`config.mk`:
```
export PLATFORM = sky130hd
export DESIGN_NAME = mux_nx1_seq
export DESIGN_NICKNAME = d
export VERILOG_FILES = /design/src/rtl/mux_pkg.sv /design/src/rtl/mux_nx1_comb.sv /design/src/rtl/mux_nx1_seq.sv
export SDC_FILE = /design/constraint.sdc
export NUM_CORES = 1
export LEC_CHECK = 0
export ABC_AREA = 1
export CORE_AREA = 5 5 42 44
export CTS_CLUSTER_DIAMETER = 100
export CTS_CLUSTER_SIZE = 16
export DETAILED_ROUTE_END_ITERATION = 12
export DIE_AREA = 0 0 47 49
export SLEW_MARGIN = 5
export SYNTH_ARGS = -nofsm -noshare
export SYNTH_HDL_FRONTEND = slang
export SYNTH_SLANG_ARGS = --single-unit
export TNS_END_PERCENT = 100
```
`constraint.sdc`:
```
create_clock -name clk -period 1.6 [get_ports clk]
set_clock_uncertainty 0.1 [all_clocks]
set_input_delay 0.24 -clock clk [delete_from_list [all_inputs] [get_ports clk]]
set_output_delay 0.24 -clock clk [all_outputs]
set_load 0.1 [all_outputs]
```
`src/rtl/mux_pkg.sv`:
```
// Shared constants and helpers for the N-to-1 sequential multiplexer.
package mux_pkg;

  localparam logic MODE_MANUAL = 1'b0;
  localparam logic MODE_SCAN   = 1'b1;

  // Round-robin successor of a channel index, wrapping from n-1 to 0.
  function automatic int unsigned next_idx(input int unsigned idx, input int unsigned n);
    return (idx == n - 1) ? 0 : idx + 1;
  endfunction

endpackage

```
`src/rtl/mux_nx1_comb.sv`:
```
// Purely combinational N-way, W-bit channel select.
// Channel k occupies din_i[k*W +: W]; out-of-range selects yield zero.
module mux_nx1_comb #(
  parameter int N = 4,
  parameter int W = 1
) (
  input  logic [$clog2(N)-1:0] sel_i,
  input  logic [N*W-1:0]       din_i,
  output logic [W-1:0]         y_o
);

  localparam int SEL_W = $clog2(N);

  // Compare-and-pick over every channel so non-power-of-2 N never indexes past din_i.
  always_comb begin
    y_o = '0;
    for (int unsigned k = 0; k < N; k++) begin
      if (sel_i == SEL_W'(k)) y_o = din_i[k*W +: W];
    end
  end

endmodule

```
`src/rtl/mux_nx1_seq.sv`:
```
// N-to-1, W-bit multiplexer with a registered output stage and valid/ready
// output handshake. Manual mode loads the channel from sel; scan mode steps
// round-robin one channel per accepted sample.
// Optional: define MUX_CH_MASK_EN to add the ch_mask port (scan-mode channel skip).
module mux_nx1_seq
  import mux_pkg::*;
#(
  parameter int N = 4,
  parameter int W = 1
) (
  input  logic                 clk,
  input  logic                 rst,
  input  logic                 mode,
  input  logic [$clog2(N)-1:0] sel,
  input  logic                 sel_load,
  input  logic [N*W-1:0]       din,
`ifdef MUX_CH_MASK_EN
  input  logic [N-1:0]         ch_mask,
`endif
  input  logic                 en,
  input  logic                 out_ready,
  output logic [W-1:0]         y,
  output logic                 y_valid,
  output logic [$clog2(N)-1:0] cur_sel,
  output logic [$clog2(N)-1:0] y_ch
);

  localparam int SEL_W = $clog2(N);

  logic [W-1:0]     y_q, y_d, mux_y;
  logic             y_valid_q, y_valid_d;
  logic [SEL_W-1:0] cur_sel_q, cur_sel_d;
  logic [SEL_W-1:0] y_ch_q, y_ch_d;
  logic [SEL_W-1:0] scan_next;
  logic             blocked;
  logic             capture, transfer, load_ok;

  mux_nx1_comb #(.N(N), .W(W)) u_mux (
    .sel_i (cur_sel_q),
    .din_i (din),
    .y_o   (mux_y)
  );

`ifdef MUX_CH_MASK_EN
  // Next unmasked channel after cur_sel (circular; falls back to cur_sel itself),
  // and suppression of scan captures on a masked channel.
  always_comb begin
    int unsigned cand;
    logic        found;
    cand      = 32'(cur_sel_q);
    found     = 1'b0;
    scan_next = cur_sel_q;
    for (int unsigned i = 0; i < N; i++) begin
      cand = next_idx(cand, N);
      if (!found && !ch_mask[cand]) begin
        scan_next = SEL_W'(cand);
        found     = 1'b1;
      end
    end
    blocked = (mode == MODE_SCAN) && ch_mask[cur_sel_q];
  end
`else
  // Plain round-robin successor; nothing is ever masked.
  always_comb begin
    scan_next = SEL_W'(next_idx(32'(cur_sel_q), N));
    blocked   = 1'b0;
  end
`endif

  // Handshake decode and next-state for output stage and select register.
  always_comb begin
    capture   = en && (!y_valid_q || out_ready) && !blocked;
    transfer  = y_valid_q && out_ready;
    load_ok   = sel_load && (32'(sel) < N);

    y_d       = y_q;
    y_ch_d    = y_ch_q;
    y_valid_d = y_valid_q;
    if (capture) begin
      y_d       = mux_y;
      y_ch_d    = cur_sel_q;
      y_valid_d = 1'b1;
    end else if (transfer) begin
      y_valid_d = 1'b0;
    end

    // Capture samples the old cur_sel; a valid load overrides the scan advance.
    cur_sel_d = cur_sel_q;
    if (load_ok) begin
      cur_sel_d = sel;
    end else if ((mode == MODE_SCAN) && capture) begin
      cur_sel_d = scan_next;
    end
  end

  // State registers with synchronous reset dropping any pending sample.
  always_ff @(posedge clk) begin
    if (rst) begin
      y_q       <= '0;
      y_valid_q <= 1'b0;
      cur_sel_q <= '0;
      y_ch_q    <= '0;
    end else begin
      y_q       <= y_d;
      y_valid_q <= y_valid_d;
      cur_sel_q <= cur_sel_d;
      y_ch_q    <= y_ch_d;
    end
  end

  assign y       = y_q;
  assign y_valid = y_valid_q;
  assign cur_sel = cur_sel_q;
  assign y_ch    = y_ch_q;

endmodule

```
==> results.cfg, run 1 <==
[synthesis]
netlist_instances = 53
synth_warnings = 0
ys_seq_area_share_pct = 32.7
synth-compound-area-share_pct = 12.2
synthMuxAreaShare_pct = 0
synth_top_family_by_area = simple AND/OR/NAND/NOR gates
synth.avg_cell_area_um2 = 6.94
synth_top_area_share_pct = 32.7
synth_top_area_cell = dfxtp_1
synth_area_um2 = 368
synthTopCellsByArea = dfxtp_1 33%, ha_1 14%, nand2_1 13%
synth-xor-area-share_pct = 0
synthAdderAreaFrac_pct = 13.6
ys_types = 12
ys_seq_elements = 6
synth_fp_nets = 69
synthSimpleGateAreaFrac_pct = 30.6

[clock_tree]
clk_latency_ps = 240
cts_setup_buffers = 0
cts_tree = done
cts_made_buffers = 3
clk_pin_slew_ps = 50
clock-root-buffer = clkbuf_4
cts_resized = 0
cts_buffer_depth = 2
hold_buffers = 0
htreeDepth = 1
cts.sinks = 6

[placement]
dp.cells = 86
place_congestion = 0.702
dp_hpwl_um = 667
io_buffers = 17
place_worst_setup_slack_ps = 177

[route]
highest_layer = met4
vias = 367
first_iter_violations = 1
wl_met3_um = 57
routed_wirelength_um = 790
wl_met2_um = 365
first_pass_iters = 2
drc = 0
wl_met1_um = 354
ant_nets = 0
viasPerCell = 4.12
wl_per_cell_um = 8.88

[die]
num_rows = 14
die_area_um2 = 2300
core_um2 = 1400
start_util_pct = 26.3
io_pins = 18
fp.dieW_um = 47
die_h_um = 49

[sta]
relSlewSlack_pct = 89.0
fmax_mhz = 790
period_minus_slack_ps = 1270
final.period_utilization_pct = 79.1
hold_viol = 0
layout_setup_ws_ps = 335
worstMarginPinSlew_ps = 165
rsz0062_at_grt = false
drv_slew = 0
setup_viol_count_final = 0
hold_slack_ps = 414

[setup_path]
crit_path_frequent_cell = nand2_1
cp.depth = 6
worstSetupEndpointType = flip-flop
timing.rr.start = cur_sel[0]$_SDFFE_PP0P_
r2r_cells = 6
path_buf_inv = 1
slowest_stage = dfxtp_2
critical_path.max_fanout = 5
crit_chain = inv_1 -> ha_1 -> nand2_1 -> nand2_1 -> a21oi_1 -> nor2_1
critPathArrivalTime_ps = 1300
critPathLaunchType = flip-flop
r2r_slack_ps = 330
slowest_delay_ps = 370
crit_required_ps = 1630
worst-setup-path-type = reg -> reg
crit_family = flip-flops
r2r_end = cur_sel[1]$_SDFFE_PP0P_

[job]
drv_cap = 0

[final_layout]
nNetsFinal = 91
fillers = 151
multiInputGateArea_um2 = 208
final_cells = 89
area_growth_pct = 75.2
ff_latch_area_um2 = 124
drive_gt1_share_pct = 23.3
num_antenna_cells = 0

[grt]
grt_max_degree = 7
antenna_found_initial = 0
grt.total_usage_pct = 7.62
gr-total-overflow = 0
grt_pass1_wl_mm = 1.27
grt_pass1_vias = 316

[power_and_ir_drop]
p_per_area_nw_per_um2 = 873
peakVddDrop_uv = 596
p_leak_uw = 0.000307

[worst_hold_path]
hp-class = reg -> reg
min_to = y$_SDFFE_PP0P_
worstHoldPathCells = 2
min-delay-start = y$_SDFFE_PP0P_

[status]
status = complete, no violations
## logic make-up after synthesis
family                     count (synthesis)
and+or+nand+nor                           24
DFF                                        6
AOI/OAI and AO/OA                          9
adders and majority gates                  4
buffers and inverters                     10
## Yosys cell counts
library cell,instances
a21oi_1,7
dfxtp_1,6
ha_1,4
inv_1,8
inv_2,1
inv_4,1
nand2_1,13
nand2_2,1
nand2_4,2
nand3_1,4
nor2_1,4
o21ai_1,2
## worst register-to-register path, delay by kind of cell, from the launching register on
family / cells / cell delay, ps
DFF: 1 / 370
adders and majority gates: 1 / 300
and+or+nand+nor: 3 / 160
buffers and inverters: 1 / 110
AOI/OAI and AO/OA: 1 / 110
## worst max-delay path by stage
stage                            start                 endpoint
3_3_place_gp                 out_ready  cur_sel[1]$_SDFFE_PP0P_
2_1_floorplan  cur_sel[0]$_SDFFE_PP0P_  cur_sel[1]$_SDFFE_PP0P_
3_5_place_dp                 out_ready  cur_sel[1]$_SDFFE_PP0P_
5_1_grt        cur_sel[0]$_SDFFE_PP0P_  cur_sel[1]$_SDFFE_PP0P_
6_report       cur_sel[0]$_SDFFE_PP0P_  cur_sel[1]$_SDFFE_PP0P_
4_1_cts        cur_sel[0]$_SDFFE_PP0P_  cur_sel[1]$_SDFFE_PP0P_
## routing by layer
| metal | GRT usage, % | vias to the layer above |
|---|---|---|
| met2 | 9.28 | 10 |
| met3 | 3.32 | 2 |
| li1 | - | 205 |
| met5 | 0 | - |
| met1 | 10.8 | 150 |
| met4 | 4.15 | 0 |
## state kept, by name, summed over array words and instances, names as in the netlist
signal	cells
cur_sel	2
y_ch	2
y	1
y_valid	1
## cells in the final DEF, fill, tap and decap left out
| master | count |
|---|---|
| nand2_2 | 1 |
| nor2_1 | 4 |
| a21oi_1 | 7 |
| nand2_4 | 2 |
| clkbuf_4 | 3 |
| inv_4 | 1 |
| nand2_1 | 13 |
| dfxtp_2 | 3 |
| o21ai_1 | 2 |
| clkdlybuf4s50_1 | 11 |
| inv_1 | 8 |
| nand3_1 | 4 |
| ha_1 | 4 |
| inv_2 | 1 |
| dfxtp_1 | 3 |
| buf_12 | 6 |
## final cells by class
class | instances | share of cell area [%]
Timing Repair Buffer | 17 | 35.7
Multi-Input combinational cell | 37 | 32.2
Clock buffer | 3 | 3.50
Inverter | 10 | 6.21
Sequential cell | 6 | 19.2
Tap cell | 16 | 3.11
## through the flow
stage / area [um2] / setup TNS, ps / total power (uW) / util, %
finish: 644 / 0 / 562 / 46.0
global route: 644 / 0 / 600 / 46.0
CTS: 644 / 0 / 566 / 46.0
detailed placement: 622 / 0 / 427 / 44.4
global placement: 622 / 0 / 427 / 44.4
floorplan: 372 / -24.1 / 327 / -
## power breakdown
group	total, uW	switching [uW]	internal, uW
clock	140	55.4	84.9
combinational	242	145	97.1
sequential	180	15.7	165
total	562	216	347
(Power assumes the default switching activity.)
==> run 2, diff against run 1 <==
==> constraint.sdc (replaced) <==
create_clock -name clk -period 1.2 [get_ports clk]
set_clock_uncertainty 0.1 [all_clocks]
set_input_delay 0.18 -clock clk [delete_from_list [all_inputs] [get_ports clk]]
set_output_delay 0.18 -clock clk [all_outputs]
set_load 0.1 [all_outputs]
==> run 2 against run 1 <==
Against the previous run:
- first-iteration DRC count is 100% higher
- clock power grew 43%
- die area unchanged
- worst setup slack worse by 320 ps
- non-clock buffer count is 5 higher
- register-to-register slack lost 320 ps
- clock-buffer cell count grew 1
- power is 47% higher
- via count is 9.8% higher
- sequential share of layout area decreased by 1.6 points
- largest power group unchanged
==> results.cfg, run 2 (synthesis gave the netlist of run 1 again) <==
[sta]
layout_setup_ws_ps = 14.6
hold_viol = 0
worstMarginPinSlew_ps = 128
fmax_mhz = 844
relSlewSlack_pct = 91.5
drv_slew = 0
period_minus_slack_ps = 1190
setup_viol_count_final = 0
rsz0062_at_grt = true
final.period_utilization_pct = 98.8

[die]
start_util_pct = 26.3
die_h_um = 49
core_um2 = 1400
fp.dieW_um = 47
die_area_um2 = 2300
num_rows = 14
io_pins = 18

[power_and_ir_drop]
total_power_uw = 824
peakVddDrop_uv = 621
p_leak_uw = 0.000338
p_per_area_nw_per_um2 = 1080

[setup_path]
worstSetupEndpointType = flip-flop
critPathArrivalTime_ps = 1210
critical_path.max_fanout = 4
worst-setup-path-type = reg -> reg
critPathLaunchType = flip-flop
crit_required_ps = 1230
r2r_end = y$_SDFFE_PP0P_
worstSetupStartpoint = cur_sel[1]$_SDFFE_PP0P_
timing.rr.start = cur_sel[1]$_SDFFE_PP0P_
r2r_cells = 6
r2r_slack_ps = 10

[route]
first_pass_iters = 2
drc = 0
viasPerCell = 4.24
routed_wirelength_um = 927
ant_nets = 0
first_iter_violations = 2
wl_per_cell_um = 9.76
vias = 403

[final_layout]
drive_gt1_share_pct = 46.8
fillers = 133
ff_latch_area_um2 = 135
num_antenna_cells = 0
nNetsFinal = 96
multiInputGateArea_um2 = 265
mostFrequentLayoutCells = 11 x nand2_1, 11 x clkdlybuf4s50_1, 6 x buf_12
utilization_pct = 54.6
final_cells = 95
area_growth_pct = 108

[worst_hold_path]
min-delay-start = y$_SDFFE_PP0P_
worstHoldPathCells = 2
min_to = y$_SDFFE_PP0P_
hp-class = reg -> reg

[grt]
antenna_found_initial = 0
grt_pass1_wl_mm = 1.40
grt_max_degree = 7
gr-total-overflow = 0
grt.total_usage_pct = 8.40
grt_pass1_vias = 350

[job]
drv_cap = 0

[clock_tree]
cts.sinks = 6
htreeDepth = 1
clk_latency_ps = 240
hold_buffers = 0
cts_tree = done
cts_buffer_depth = 2
clk_pin_slew_ps = 50
clock-root-buffer = clkbuf_4
cts_made_buffers = 3

[placement]
place_congestion = 0.682
dp.cells = 87
io_buffers = 17
dp_hpwl_um = 661
place_worst_setup_slack_ps = -149

[status]
status = complete, no violations
run 2: changes by cell type in the layout (fill, tap and decap cells not counted), sizes merged:
cell and change:
buf +5, clkbuf +1
run 2: power by group:
| part | leakage, uW | switching (uW) | internal, uW | total, uW |
|---|---|---|---|---|
| combinational | 0.000270 | 213 | 163 | 376 |
| sequential | 0.0000526 | 28.6 | 219 | 248 |
| clock | 0.0000150 | 74.3 | 126 | 200 |
run 2: worst max-delay path, stage by stage (launching register included):
cell and delay, ps:
dfxtp_4 370, buf_6 120, ha_4 140, a21oi_1 130
nand2_1 70, nand2_1 80, a21oi_2 60
run 2: how the worst max path moves through the flow:
stage / end / slack [ps] / depth (start not counted)
floorplan: cur_sel[1]$_SDFFE_PP0P_ / -100 / 6
finish: y$_SDFFE_PP0P_ / 10 / 6
CTS: y$_SDFFE_PP0P_ / 10 / 8
global placement: cur_sel[0]$_SDFFE_PP0P_ / -140 / 8
detailed placement: cur_sel[0]$_SDFFE_PP0P_ / -150 / 8
global route: y$_SDFFE_PP0P_ / -50 / 8
run 2: final cells by class:
cell class | count | share of cell area [%]
timing repair buffer | 22 | 35.5
multi-input combinational | 37 | 34.6
clock buffer | 4 | 3.43
tap | 16 | 2.61
sequential | 6 | 17.6
inverter | 10 | 6.21
run 2: repair_timing:
item,in CTS,in global routing
gates resized for setup,0,10
pin swaps,0,4
setup endpoints to repair,1,3
setup buffers,1,3
run 2: metal layers:
metal	track usage (%)	wire, um
met1	9.09	376
met2	13.3	489
met3	4.80	61
met4	2.76	0
met5	0	0
run 2: stage by stage:
step	instance area, um2	TNS [ps]	hold WS (ps)
6_report	766	0	388
2_1_floorplan	415	-289	139
3_3_place_gp	673	-386	385
4_1_cts	707	0	390
5_1_grt	766	-78.3	427
3_5_place_dp	673	-413	378
==> run 3, diff against run 2 <==
--- a/config.mk
+++ b/config.mk
@@ -6,11 +6,14 @@
 export NUM_CORES = 1
 export LEC_CHECK = 0
 export ABC_AREA = 1
+export CAP_MARGIN = 30
 export CORE_AREA = 5 5 42 44
 export CTS_CLUSTER_DIAMETER = 100
 export CTS_CLUSTER_SIZE = 16
 export DETAILED_ROUTE_END_ITERATION = 12
 export DIE_AREA = 0 0 47 49
+export GPL_ROUTABILITY_DRIVEN = 0
+export PLACE_DENSITY = 0.64
 export SLEW_MARGIN = 5
 export SYNTH_ARGS = -nofsm -noshare
 export SYNTH_HDL_FRONTEND = slang
==> run 3 against run 2 <==
Against the previous run:
- cell area increased by 0.98%
- power is 2.2% higher
- largest cell class is now multi-input combinational cells
- worst hold slack better by 5.3 ps
==> results.cfg, run 3 (synthesis gave the netlist of run 1 again) <==
[sta]
tns_ps = 0
layout_setup_ws_ps = 29.4
hold_slack_ps = 393
hold_viol = 0
period_minus_slack_ps = 1170
worstMarginPinSlew_ps = 131
rsz0062_at_grt = true
relSlewSlack_pct = 91.2
drv_slew = 0
setup_viol_count_final = 0
final.period_utilization_pct = 97.5
fmax_mhz = 854

[route]
wl_met2_um = 430
first_pass_iters = 5
wl_per_cell_um = 9.48
wl_met3_um = 63
viasPerCell = 4.34
drc = 0
wl_met1_um = 370
ant_nets = 0
highest_layer = met4
first_iter_violations = 13
routed_wirelength_um = 891
vias = 408

[die]
io_pins = 18
die_area_um2 = 2300
die_h_um = 49
num_rows = 14
start_util_pct = 26.3
core_um2 = 1400
fp.dieW_um = 47

[final_layout]
drive_gt1_share_pct = 51.3
num_antenna_cells = 0
final_common_cell = clkdlybuf4s50_1
area_growth_pct = 110
final_area_um2 = 773
mostFrequentLayoutCells = 11 x clkdlybuf4s50_1, 9 x nand2_1, 6 x buf_12
nNetsFinal = 95

[setup_path]
critPathLaunchType = flip-flop
critPathArrivalTime_ps = 1220
critical_path.max_fanout = 4
worstSetupEndpointType = flip-flop
r2r_end = cur_sel[1]$_SDFFE_PP0P_
worst-setup-path-type = reg -> reg
r2r_slack_ps = 30
r2r_cells = 6
timing.rr.start = cur_sel[0]$_SDFFE_PP0P_
crit_required_ps = 1250

[clock_tree]
cts.sinks = 6
clock-root-buffer = clkbuf_4
cts_tree = done
cts_buffer_depth = 2
cts_made_buffers = 3
htreeDepth = 1
clk_latency_ps = 260
clk_pin_slew_ps = 60

[placement]
place_worst_setup_slack_ps = -152
post_dp_cell_area_um2 = 681
dp_hpwl_um = 686
io_buffers = 17

[worst_hold_path]
min-delay-start = y$_SDFFE_PP0P_
hp-class = reg -> reg
worstHoldPathCells = 2
min_to = y$_SDFFE_PP0P_

[grt]
grt.total_usage_pct = 8.75
antenna_found_initial = 0
grt_max_degree = 7
gr-total-overflow = 0
grt_pass1_wl_mm = 1.46
grt_pass1_vias = 395

[power_and_ir_drop]
p_leak_uw = 0.000333
p_per_area_nw_per_um2 = 1090
peakVddDrop_uv = 595

[job]
drv_cap = 0

[status]
status = complete, no violations
==> run 3: cell count changes in the layout (fill, tap and decap cells not counted), sizes merged <==
cell	before	now
buf	11	10
==> run 3: final cells by class <==
cell class | instances | area (um2)
tap | 16 | 20.0
multi-input combinational | 37 | 284
inverter | 10 | 47.5
sequential | 6 | 135
timing repair buffer | 21 | 260
clock buffer | 4 | 26.3
fill | 128 | 628
==> run 3: critical path, stage by stage, from the launching register on <==
cell and delay (ps):
dfxtp_4 420, inv_6 60, ha_4 230, nand2_2 40
nand2_1 40, a21oi_1 120, nor2_1 60
==> run 3: how the worst max path moves through the flow <==
stage,start,end,cells after the start
after floorplan,cur_sel[1]$_SDFFE_PP0P_,cur_sel[1]$_SDFFE_PP0P_,6
after global placement,out_ready,cur_sel[1]$_SDFFE_PP0P_,8
after detailed placement,out_ready,cur_sel[0]$_SDFFE_PP0P_,8
after CTS,cur_sel[0]$_SDFFE_PP0P_,y$_SDFFE_PP0P_,8
after global routing,cur_sel[0]$_SDFFE_PP0P_,cur_sel[1]$_SDFFE_PP0P_,6
final,cur_sel[0]$_SDFFE_PP0P_,cur_sel[1]$_SDFFE_PP0P_,6
==> run 3: power by group <==
| part | switching (uW) | internal, uW | leakage [uW] | total [uW] |
|---|---|---|---|---|
| combinational | 214 | 163 | 0.000266 | 377 |
| clock | 89.1 | 127 | 0.0000150 | 216 |
| sequential | 30.9 | 219 | 0.0000526 | 250 |
==> run 3: timing repair <==
action	4_1_cts	5_1_grt
buffers inserted	1	1
setup endpoints to repair	1	3
hold buffers	0	0
pin swaps	1	8
gates resized for setup	1	13
==> run 3: per-layer routing <==
metal | track usage (%) | up-vias
met2 | 12.7 | 15
met1 | 9.96 | 176
li1 | - | 214
met3 | 2.21 | 3
met4 | 7.83 | 0
met5 | 0 | -
==> run 3: metrics by stage <==
| step | util [%] | std cells | total power (uW) |
|---|---|---|---|
| 4_1_cts | 51.7 | 93 | 817 |
| 6_report | 55.2 | 94 | 843 |
| 5_1_grt | 55.2 | 94 | 893 |
| 3_5_place_dp | 48.6 | 88 | 591 |
| 3_3_place_gp | 48.6 | 88 | 590 |
| 2_1_floorplan | - | 53 | 451 |
